<file path="src/rtl/game_ctl_if.sv">
// Mouse-in / game-state-out bundle for the tic-tac-toe controller.
// The master drives pointer and buttons; the slave (game_ctl) drives game state.
interface game_ctl_if;
  logic [11:0] xpos;
  logic [11:0] ypos;
  logic        left;
  logic        right;
  logic [17:0] board;
  logic        turn;
  logic [1:0]  game_state;
  logic [1:0]  winner;
  logic [3:0]  win_line;
  logic [3:0]  move_cnt;

  modport master (
    output xpos, ypos, left, right,
    input  board, turn, game_state, winner, win_line, move_cnt
  );

  modport slave (
    input  xpos, ypos, left, right,
    output board, turn, game_state, winner, win_line, move_cnt
  );
endinterface

</file>
<file path="src/rtl/game_ctl.sv">
// Tic-tac-toe game controller: decodes mouse clicks onto a 3x3 board,
// places marks, and detects win/draw one cycle after each move.
module game_ctl #(
  parameter int unsigned BOARD_X   = 212,
  parameter int unsigned BOARD_Y   = 84,
  parameter int unsigned CELL_SIZE = 200
) (
  input  logic pclk,
  input  logic rst,
  game_ctl_if.slave bus
);

  typedef enum logic [1:0] {
    StPlay  = 2'b00,
    StCheck = 2'b01,
    StWin   = 2'b10,
    StDraw  = 2'b11
  } state_e;

  localparam logic [12:0] X0 = 13'(BOARD_X);
  localparam logic [12:0] X1 = 13'(BOARD_X + CELL_SIZE);
  localparam logic [12:0] X2 = 13'(BOARD_X + 2 * CELL_SIZE);
  localparam logic [12:0] X3 = 13'(BOARD_X + 3 * CELL_SIZE);
  localparam logic [12:0] Y0 = 13'(BOARD_Y);
  localparam logic [12:0] Y1 = 13'(BOARD_Y + CELL_SIZE);
  localparam logic [12:0] Y2 = 13'(BOARD_Y + 2 * CELL_SIZE);
  localparam logic [12:0] Y3 = 13'(BOARD_Y + 3 * CELL_SIZE);

  // Cell indices of each line, in win_line order.
  localparam int unsigned Lines [8][3] = '{
    '{0, 1, 2}, '{3, 4, 5}, '{6, 7, 8},
    '{0, 3, 6}, '{1, 4, 7}, '{2, 5, 8},
    '{0, 4, 8}, '{2, 4, 6}
  };

  state_e      state_q, state_d;
  logic [17:0] board_q, board_d;
  logic        turn_q, turn_d;
  logic [1:0]  winner_q, winner_d;
  logic [3:0]  win_line_q, win_line_d;
  logic [3:0]  move_cnt_q, move_cnt_d;
  logic        left_d_q, left_d_d;
  logic        right_d_q, right_d_d;

  logic        click, restart;
  logic [12:0] x_ext, y_ext;
  logic [1:0]  col, row;
  logic        col_ok, row_ok;
  logic [3:0]  cell_idx;
  logic [4:0]  cell_bit;
  logic [1:0]  cell_mark;
  logic [1:0]  mark;
  logic        line_hit;
  logic [3:0]  line_idx;

  assign click   = bus.left & ~left_d_q;
  assign restart = bus.right & ~right_d_q;
  assign x_ext   = {1'b0, bus.xpos};
  assign y_ext   = {1'b0, bus.ypos};
  assign mark    = turn_q ? 2'b10 : 2'b01;

  always_comb begin
    col    = 2'd0;
    col_ok = 1'b1;
    if (x_ext >= X0 && x_ext < X1)      col = 2'd0;
    else if (x_ext >= X1 && x_ext < X2) col = 2'd1;
    else if (x_ext >= X2 && x_ext < X3) col = 2'd2;
    else                                col_ok = 1'b0;
  end

  always_comb begin
    row    = 2'd0;
    row_ok = 1'b1;
    if (y_ext >= Y0 && y_ext < Y1)      row = 2'd0;
    else if (y_ext >= Y1 && y_ext < Y2) row = 2'd1;
    else if (y_ext >= Y2 && y_ext < Y3) row = 2'd2;
    else                                row_ok = 1'b0;
  end

  assign cell_idx  = {2'b00, row} + {1'b0, row, 1'b0} + {2'b00, col};
  assign cell_bit  = {cell_idx, 1'b0};
  assign cell_mark = board_q[cell_bit +: 2];

  // Descending scan so the lowest complete line index wins.
  always_comb begin
    line_hit = 1'b0;
    line_idx = 4'hF;
    for (int i = 7; i >= 0; i--) begin
      if (board_q[2 * Lines[i][0] +: 2] == mark &&
          board_q[2 * Lines[i][1] +: 2] == mark &&
          board_q[2 * Lines[i][2] +: 2] == mark) begin
        line_hit = 1'b1;
        line_idx = 4'(i);
      end
    end
  end

  always_comb begin
    state_d    = state_q;
    board_d    = board_q;
    turn_d     = turn_q;
    winner_d   = winner_q;
    win_line_d = win_line_q;
    move_cnt_d = move_cnt_q;
    left_d_d   = bus.left;
    right_d_d  = bus.right;

    if (restart) begin
      state_d    = StPlay;
      board_d    = '0;
      turn_d     = 1'b0;
      winner_d   = 2'b00;
      win_line_d = 4'hF;
      move_cnt_d = 4'd0;
    end else begin
      case (state_q)
        StPlay: begin
          if (click && col_ok && row_ok && cell_mark == 2'b00) begin
            board_d[cell_bit +: 2] = mark;
            move_cnt_d             = move_cnt_q + 4'd1;
            state_d                = StCheck;
          end
        end
        StCheck: begin
          if (line_hit) begin
            state_d    = StWin;
            winner_d   = mark;
            win_line_d = line_idx;
          end else if (move_cnt_q == 4'd9) begin
            state_d = StDraw;
          end else begin
            turn_d  = ~turn_q;
            state_d = StPlay;
          end
        end
        default: ;
      endcase
    end
  end

  // Button history resets high so a button held through reset is not an event.
  always_ff @(posedge pclk) begin
    if (rst) begin
      state_q    <= StPlay;
      board_q    <= '0;
      turn_q     <= 1'b0;
      winner_q   <= 2'b00;
      win_line_q <= 4'hF;
      move_cnt_q <= 4'd0;
      left_d_q   <= 1'b1;
      right_d_q  <= 1'b1;
    end else begin
      state_q    <= state_d;
      board_q    <= board_d;
      turn_q     <= turn_d;
      winner_q   <= winner_d;
      win_line_q <= win_line_d;
      move_cnt_q <= move_cnt_d;
      left_d_q   <= left_d_d;
      right_d_q  <= right_d_d;
    end
  end

  assign bus.board      = board_q;
  assign bus.turn       = turn_q;
  assign bus.game_state = state_q;
  assign bus.winner     = winner_q;
  assign bus.win_line   = win_line_q;
  assign bus.move_cnt   = move_cnt_q;

endmodule

</file>
<file path="src/flat_wrapper.sv">
// flat-port wrapper written by rule: the top's interface ports become plain ports
module game_ctl_flat 
#(
  parameter int unsigned BOARD_X   = 212,
  parameter int unsigned BOARD_Y   = 84,
  parameter int unsigned CELL_SIZE = 200
)
  (pclk, rst, bus_xpos, bus_ypos, bus_left, bus_right, bus_board, bus_turn, bus_game_state, bus_winner, bus_win_line, bus_move_cnt);
  game_ctl_if bus_i ();
  input  logic pclk;
  input  logic rst;
  input wire logic [$bits(bus_i.xpos)-1:0] bus_xpos;
  input wire logic [$bits(bus_i.ypos)-1:0] bus_ypos;
  input wire logic [$bits(bus_i.left)-1:0] bus_left;
  input wire logic [$bits(bus_i.right)-1:0] bus_right;
  output wire logic [$bits(bus_i.board)-1:0] bus_board;
  output wire logic [$bits(bus_i.turn)-1:0] bus_turn;
  output wire logic [$bits(bus_i.game_state)-1:0] bus_game_state;
  output wire logic [$bits(bus_i.winner)-1:0] bus_winner;
  output wire logic [$bits(bus_i.win_line)-1:0] bus_win_line;
  output wire logic [$bits(bus_i.move_cnt)-1:0] bus_move_cnt;
  assign bus_i.xpos = bus_xpos;
  assign bus_i.ypos = bus_ypos;
  assign bus_i.left = bus_left;
  assign bus_i.right = bus_right;
  assign bus_board = bus_i.board;
  assign bus_turn = bus_i.turn;
  assign bus_game_state = bus_i.game_state;
  assign bus_winner = bus_i.winner;
  assign bus_win_line = bus_i.win_line;
  assign bus_move_cnt = bus_i.move_cnt;
  game_ctl #(.BOARD_X(BOARD_X), .BOARD_Y(BOARD_Y), .CELL_SIZE(CELL_SIZE)) u_core (.pclk(pclk), .rst(rst), .bus(bus_i));
endmodule
</file>
<file path="config.mk">
export PLATFORM = sky130hd
export DESIGN_NAME = game_ctl_flat
export DESIGN_NICKNAME = d
export VERILOG_FILES = /design/src/rtl/game_ctl_if.sv /design/src/rtl/game_ctl.sv /design/src/flat_wrapper.sv
export SDC_FILE = /design/constraint.sdc
export NUM_CORES = 1
export LEC_CHECK = 0
export CORE_MARGIN = 2
export CORE_UTILIZATION = 40
export CTS_CLUSTER_SIZE = 30
export DETAILED_ROUTE_END_ITERATION = 6
export GPL_ROUTABILITY_DRIVEN = 0
export PLACE_DENSITY = 0.68
export SLEW_MARGIN = 0
export SYNTH_ARGS = -nofsm -noshare
export SYNTH_HDL_FRONTEND = slang
export SYNTH_SLANG_ARGS = --single-unit
</file>
<file path="constraint.sdc">
create_clock -name pclk -period 5.93 [get_ports pclk]
set_input_delay 1.186 -clock pclk [delete_from_list [all_inputs] [get_ports pclk]]
set_output_delay 1.186 -clock pclk [all_outputs]
set_load 0.03 [all_outputs]
</file>
* Word level (Yosys, flattened, before mapping)
Cells that the tools add are included.
Word-level totals: logic and storage cells 113, register bits after elaboration 33, bits in read-only memories 0, memories 0, bits in latches 0, memory bits (writable) 0
Operators by class: shifts and indexed selects 3, divide/modulo/power cells 0, multiply operators 0, mux-type cells 34, bitwise logic cells 7, $lt $le $gt $ge 12, eq/ne operators 12, add/subtract/negate cells 4, reductions and logical operators 33
Operators by type and width (count):
- 12-bit by 9-bit greater-or-equal comparator with 1-bit output, second input constant | 3
- 12-bit by 10-bit < comparator with 1-bit output, second input constant | 3
- 12-bit by 9-bit < comparator with 1-bit output, second input constant | 3
- 4-bit 2-to-1 mux | 8
- 1-bit logical AND | 25
- 2-bit 2-to-1 mux | 10
- 18-bit bitwise mux | 1
- 2-bit == test | 9
- 2-bit by 7-bit variable shift with 18-bit output, first input constant | 1
- 18-bit by 6-bit variable part select with 2-bit output | 1
- 2-bit by 7-bit variable part select with 18-bit output | 1
- 1-bit 2-to-1 mux | 14
- 12-bit by 10-bit greater-or-equal comparator with 1-bit output, second input constant | 1
- 12-bit by 7-bit greater-or-equal comparator with 1-bit output, second input constant | 1
- 12-bit by 8-bit greater-or-equal comparator with 1-bit output, second input constant | 1
- 5-bit negation with 7-bit output | 1
- 2-bit AND reduction | 3
- 1-bit NOT | 5
- 2-bit by 3-bit adder with 4-bit output | 1
- 4-bit by 1-bit adder with 4-bit output, second input constant | 1
- 4-bit by 2-bit adder with 4-bit output | 1
- 4-bit == test, second input constant | 1
- 2-bit logical NOT | 2
- 2-bit one-hot mux with 2 select lines | 1
- 6 further kinds | 7

* Depth between registers and ports, before layout
depth in word-level cells 14, mapped depth 16, mapped depth without buffers 14

* Worst setup path after synthesis
Ideal clock, no wire load.
path kind input to register, from in bus_ypos[2], to reg u_core.move_cnt_q[3], in the netlist u_core.bus.move_cnt[3], cell stages on the path 16, path buffers 2, slack 0.975 ns, arrival time 4.884 ns, required time 5.859 ns, library setup time 0.071 ns, cells stage by stage a211oi_1 -> nor2_1 -> nor2_1 -> a22oi_1 -> nor3_1 -> fa_1 -> ha_1 -> fa_1 -> clkbuf_1 -> nor3_1 -> o211a_1 -> a211o_1 -> or4_1 -> buf_2 -> or3_1 -> a21oi_1
Between the ends: cells in the longest elaborated chain, start to end 11
Ends and longest elaborated chain:
- start, declared | line flat_wrapper.sv:13 | input wire logic [$bits(bus_i.ypos)-1:0] bus_ypos;
- 12-bit by 9-bit greater-or-equal comparator with 1-bit output / 12-bit by 10-bit < comparator with 1-bit output (equally long branches) | line game_ctl.sv:76 | else if (y_ext >= Y2 && y_ext < Y3) row = 2'd2;
- 1-bit logical AND | line game_ctl.sv:76
- 2-bit 2-to-1 mux | line game_ctl.sv:76
- 2-bit 2-to-1 mux | line game_ctl.sv:75 | else if (y_ext >= Y1 && y_ext < Y2) row = 2'd1;
- 2-bit 2-to-1 mux | line game_ctl.sv:74 | if (y_ext >= Y0 && y_ext < Y1) row = 2'd0;
- 2-bit by 3-bit adder with 4-bit output | line game_ctl.sv:80 | assign cell_idx = {2'b00, row} + {1'b0, row, 1'b0} + {2'b00, col};
- 4-bit by 2-bit adder with 4-bit output | line game_ctl.sv:80
- 18-bit by 6-bit variable part select with 2-bit output | line game_ctl.sv:82 | assign cell_mark = board_q[cell_bit +: 2];
- 2-bit logical NOT | line game_ctl.sv:118 | if (click && col_ok && row_ok && cell_mark == 2'b00) begin
- 1-bit logical AND (*) | line game_ctl.sv:118
- 2-bit AND reduction (no line) (*)
- end signal, assigned | line game_ctl.sv:158 | move_cnt_q <= move_cnt_d;
- end, declared | line game_ctl.sv:41 | logic [3:0] move_cnt_q, move_cnt_d;
Every way passes the cells marked *; elsewhere a longest branch is shown, timed or not. A chain may end at the register's enable or synchronous reset.

* Final worst setup path
Same ends and word-level chain as after synthesis.

==> impl_metrics.ini <==
[status]
status = finished clean

[grt]
first_global_vias = 2029
grt_pass1_wl_um = 8890
track_usage_pct = 17.7
antenna_found_initial = 0
grt_overflow = 0
grt_max_degree = 26

[finish]
antenna_cells = 0
layout_commonest_cell = clkdlybuf4s50_1
layout.nets = 366
drive_above_1_share_pct = 7.29
stdcell_count = 401
mostFrequentLayoutCells = 54 x clkdlybuf4s50_1, 33 x dfxtp_1, 28 x nor2_1, 28 x nand2_1, 13 x mux2i_1
synthToLayoutAreaGrowth_pct = 32.4
stdcell_area_um2 = 2930
utilization_pct = 53.9

[yosys]
dominantRegCellSynth = dfxtp_1
synth-xor-area-share_pct = 0.395
synth_area_per_cell_um2 = 8.03
yosys.area_share.simple_pct = 30.8
synthAdderAreaFrac_pct = 6.32
synthMuxAreaShare_pct = 7.91
synthArstFlopShare_pct = 0
syn_nets = 314
ys_types = 49
syn_area_um2 = 2220
synth-seq-area-share_pct = 29.8
synth-seq-cells = 33
synth_edf_count = 0
ys_warn_count = 0
synth_top_family_by_area = simple AND/OR/NAND/NOR gates
syn_inst = 276
synth_compound_area_share_pct = 21.1

[clocking]
clk_pin_slew_ns = 0.07
cts_resized = 0
ctsLongestPathBuffers = 2
cts_buffers = 5
h-tree-depth = 2
cts.sinks = 33
ctsHoldBuffers = 0
cts_root_buf = clkbuf_8
cts_setup_buffers = 0
clk_latency_ns = 0.28
cts_tree = yes

[routing]
totalWireLength_um = 5430
vias_per_cell = 5.58
post_drt_wl_per_cell_um = 13.5
dr.pass1.iters = 4
vias = 2239
drtIter0Drc = 77
ant_nets = 0
post-route-drc-count = 0

[critical_path]
critPathKind = primary input to flip-flop
r2r_setup_slack_ns = 3.24
cp-start-kind = primary input
crit_path_end_kind = flip-flop
crit_path_start = bus_ypos[2]
required_ns = 6.15
crit_fanout = 8
worst_ep_arrival_time_ns = 5.52
reg2reg_from = u_core.bus.turn

[sta]
worst_clock_skew_ns = 0.00646
slew_viol_final = 0
min_period_over_period_pct = 89.5
layout_min_cycle_time_ns = 5.31
finalSetupViolCount = 0
rsz0062_at_grt = no
relSlewSlack_pct = 45.7
worst_pin_slew_ns = 0.813
timing.fmax_mhz = 188
setup_tns_ns = 0
hold_violations = 0

[floorplanning]
coreArea_um2 = 5440
die_h_um = 78.4
die_w_um = 78.4
rows = 27
start_util_pct = 40.7
ioPinCount = 59
die_area_um2 = 6150

[power_and_ir_drop]
power.density_nw_per_um2 = 173
total_power_uw = 506
ir_worst_vdd_mv = 0.0847
p_leak_nw = 1.09

[placed_design]
post_dp_cell_area_um2 = 2820
port_buffers = 54
dp_cells = 393
dp_hpwl_um = 4210

[hold_path]
hp-start = u_core.bus.win_line[3]
min_path_type = flip-flop to flip-flop

[flow_run]
cap_violations = 0
kinds of logic (layout without fill, tap and decap cells):
kind of cell / after synthesis / after routing
and+or+nand+nor: 130 / 130
xor gates and xnor gates: 1 / 1
buffers and inverters: 20 / 73
muxes: 15 / 15
adders and majority gates: 10 / 10
DFF: 33 / 33
AOI/OAI and AO/OA: 67 / 67
where the power goes:
group	internal (mW)	switching [mW]	total, mW
combinational	0.0293	0.0346	0.0638
sequential	0.222	0.000393	0.223
clock	0.137	0.0828	0.220
total	0.389	0.118	0.506
through the flow:
step,hold WS [ns],worst slack [ns]
after floorplan,0.567,0.975
after global placement,0.431,0.325
after detailed placement,0.438,0.277
after CTS,0.447,0.580
after global routing,0.457,0.302
final,0.443,0.621
flip-flops by register name (all words and copies together), names as in the netlist:
signal	flops
u_core.right_d_q	1
u_core.bus.turn	1
u_core.bus.board	18
u_core.left_d_q	1
u_core.bus.win_line	4
u_core.bus.winner	2
u_core.bus.game_state	2
u_core.bus.move_cnt	4
routing by layer:
| layer | wire, um | vias to the layer above | global-route usage [%] | part of all wire [%] |
|---|---|---|---|---|
| met2 | 2430 | 75 | 29.5 | 45 |
| li1 | - | 1132 | - | - |
| met1 | 2560 | 1021 | 22.6 | 47 |
| met3 | 349 | 11 | 3.79 | 6.4 |
| met4 | 96 | 0 | 6.14 | 1.8 |
| met5 | 0 | - | 0 | 0 |
layout make-up:
cell class	instances	area [um^2]
tap	72	90.1
timing repair buffer	57	563
clock inverter	1	30.0
fill	524	2500
multi-input combinational	223	1470
clock buffer	7	86.3
sequential	33	661
inverter	8	30.0
cells in the mapped netlist (all sizes together), types with 8 or more instances:
master | number | area, um^2
inv | 8 | 30.0
nand2b | 8 | 50.1
o22ai | 8 | 50.1
ha | 8 | 100
nand2 | 28 | 105
dfxtp | 33 | 661
o21ai | 9 | 45.0
nor3 | 11 | 55.1
a21oi | 9 | 45.0
mux2i | 13 | 130
nor2 | 28 | 105
nand3 | 9 | 45.0
nand4 | 9 | 56.3
path summary, 6_finish.rpt:
path         depth (start not counted)                     end
max                                 15  u_core.bus.move_cnt[3]
min                                  2  u_core.bus.win_line[3]
max reg2reg                          6         u_core.bus.turn
min reg2reg                          2  u_core.bus.win_line[3]
worst max-delay path, stage by stage:
cell and delay, ns:
clkdlybuf4s50_1 0.45, a211oi_1 0.24, nor2_1 0.09, nor2_1 0.09, a22oi_1 0.09, nor3_1 0.36
fa_1 0.50, ha_1 0.22, fa_1 0.66, nor3_1 0.14, o211a_1 0.15, a211o_1 0.25
or4_1 0.59, or3_1 0.38, a21oi_1 0.13
Power figures use the tool's default switching activity.
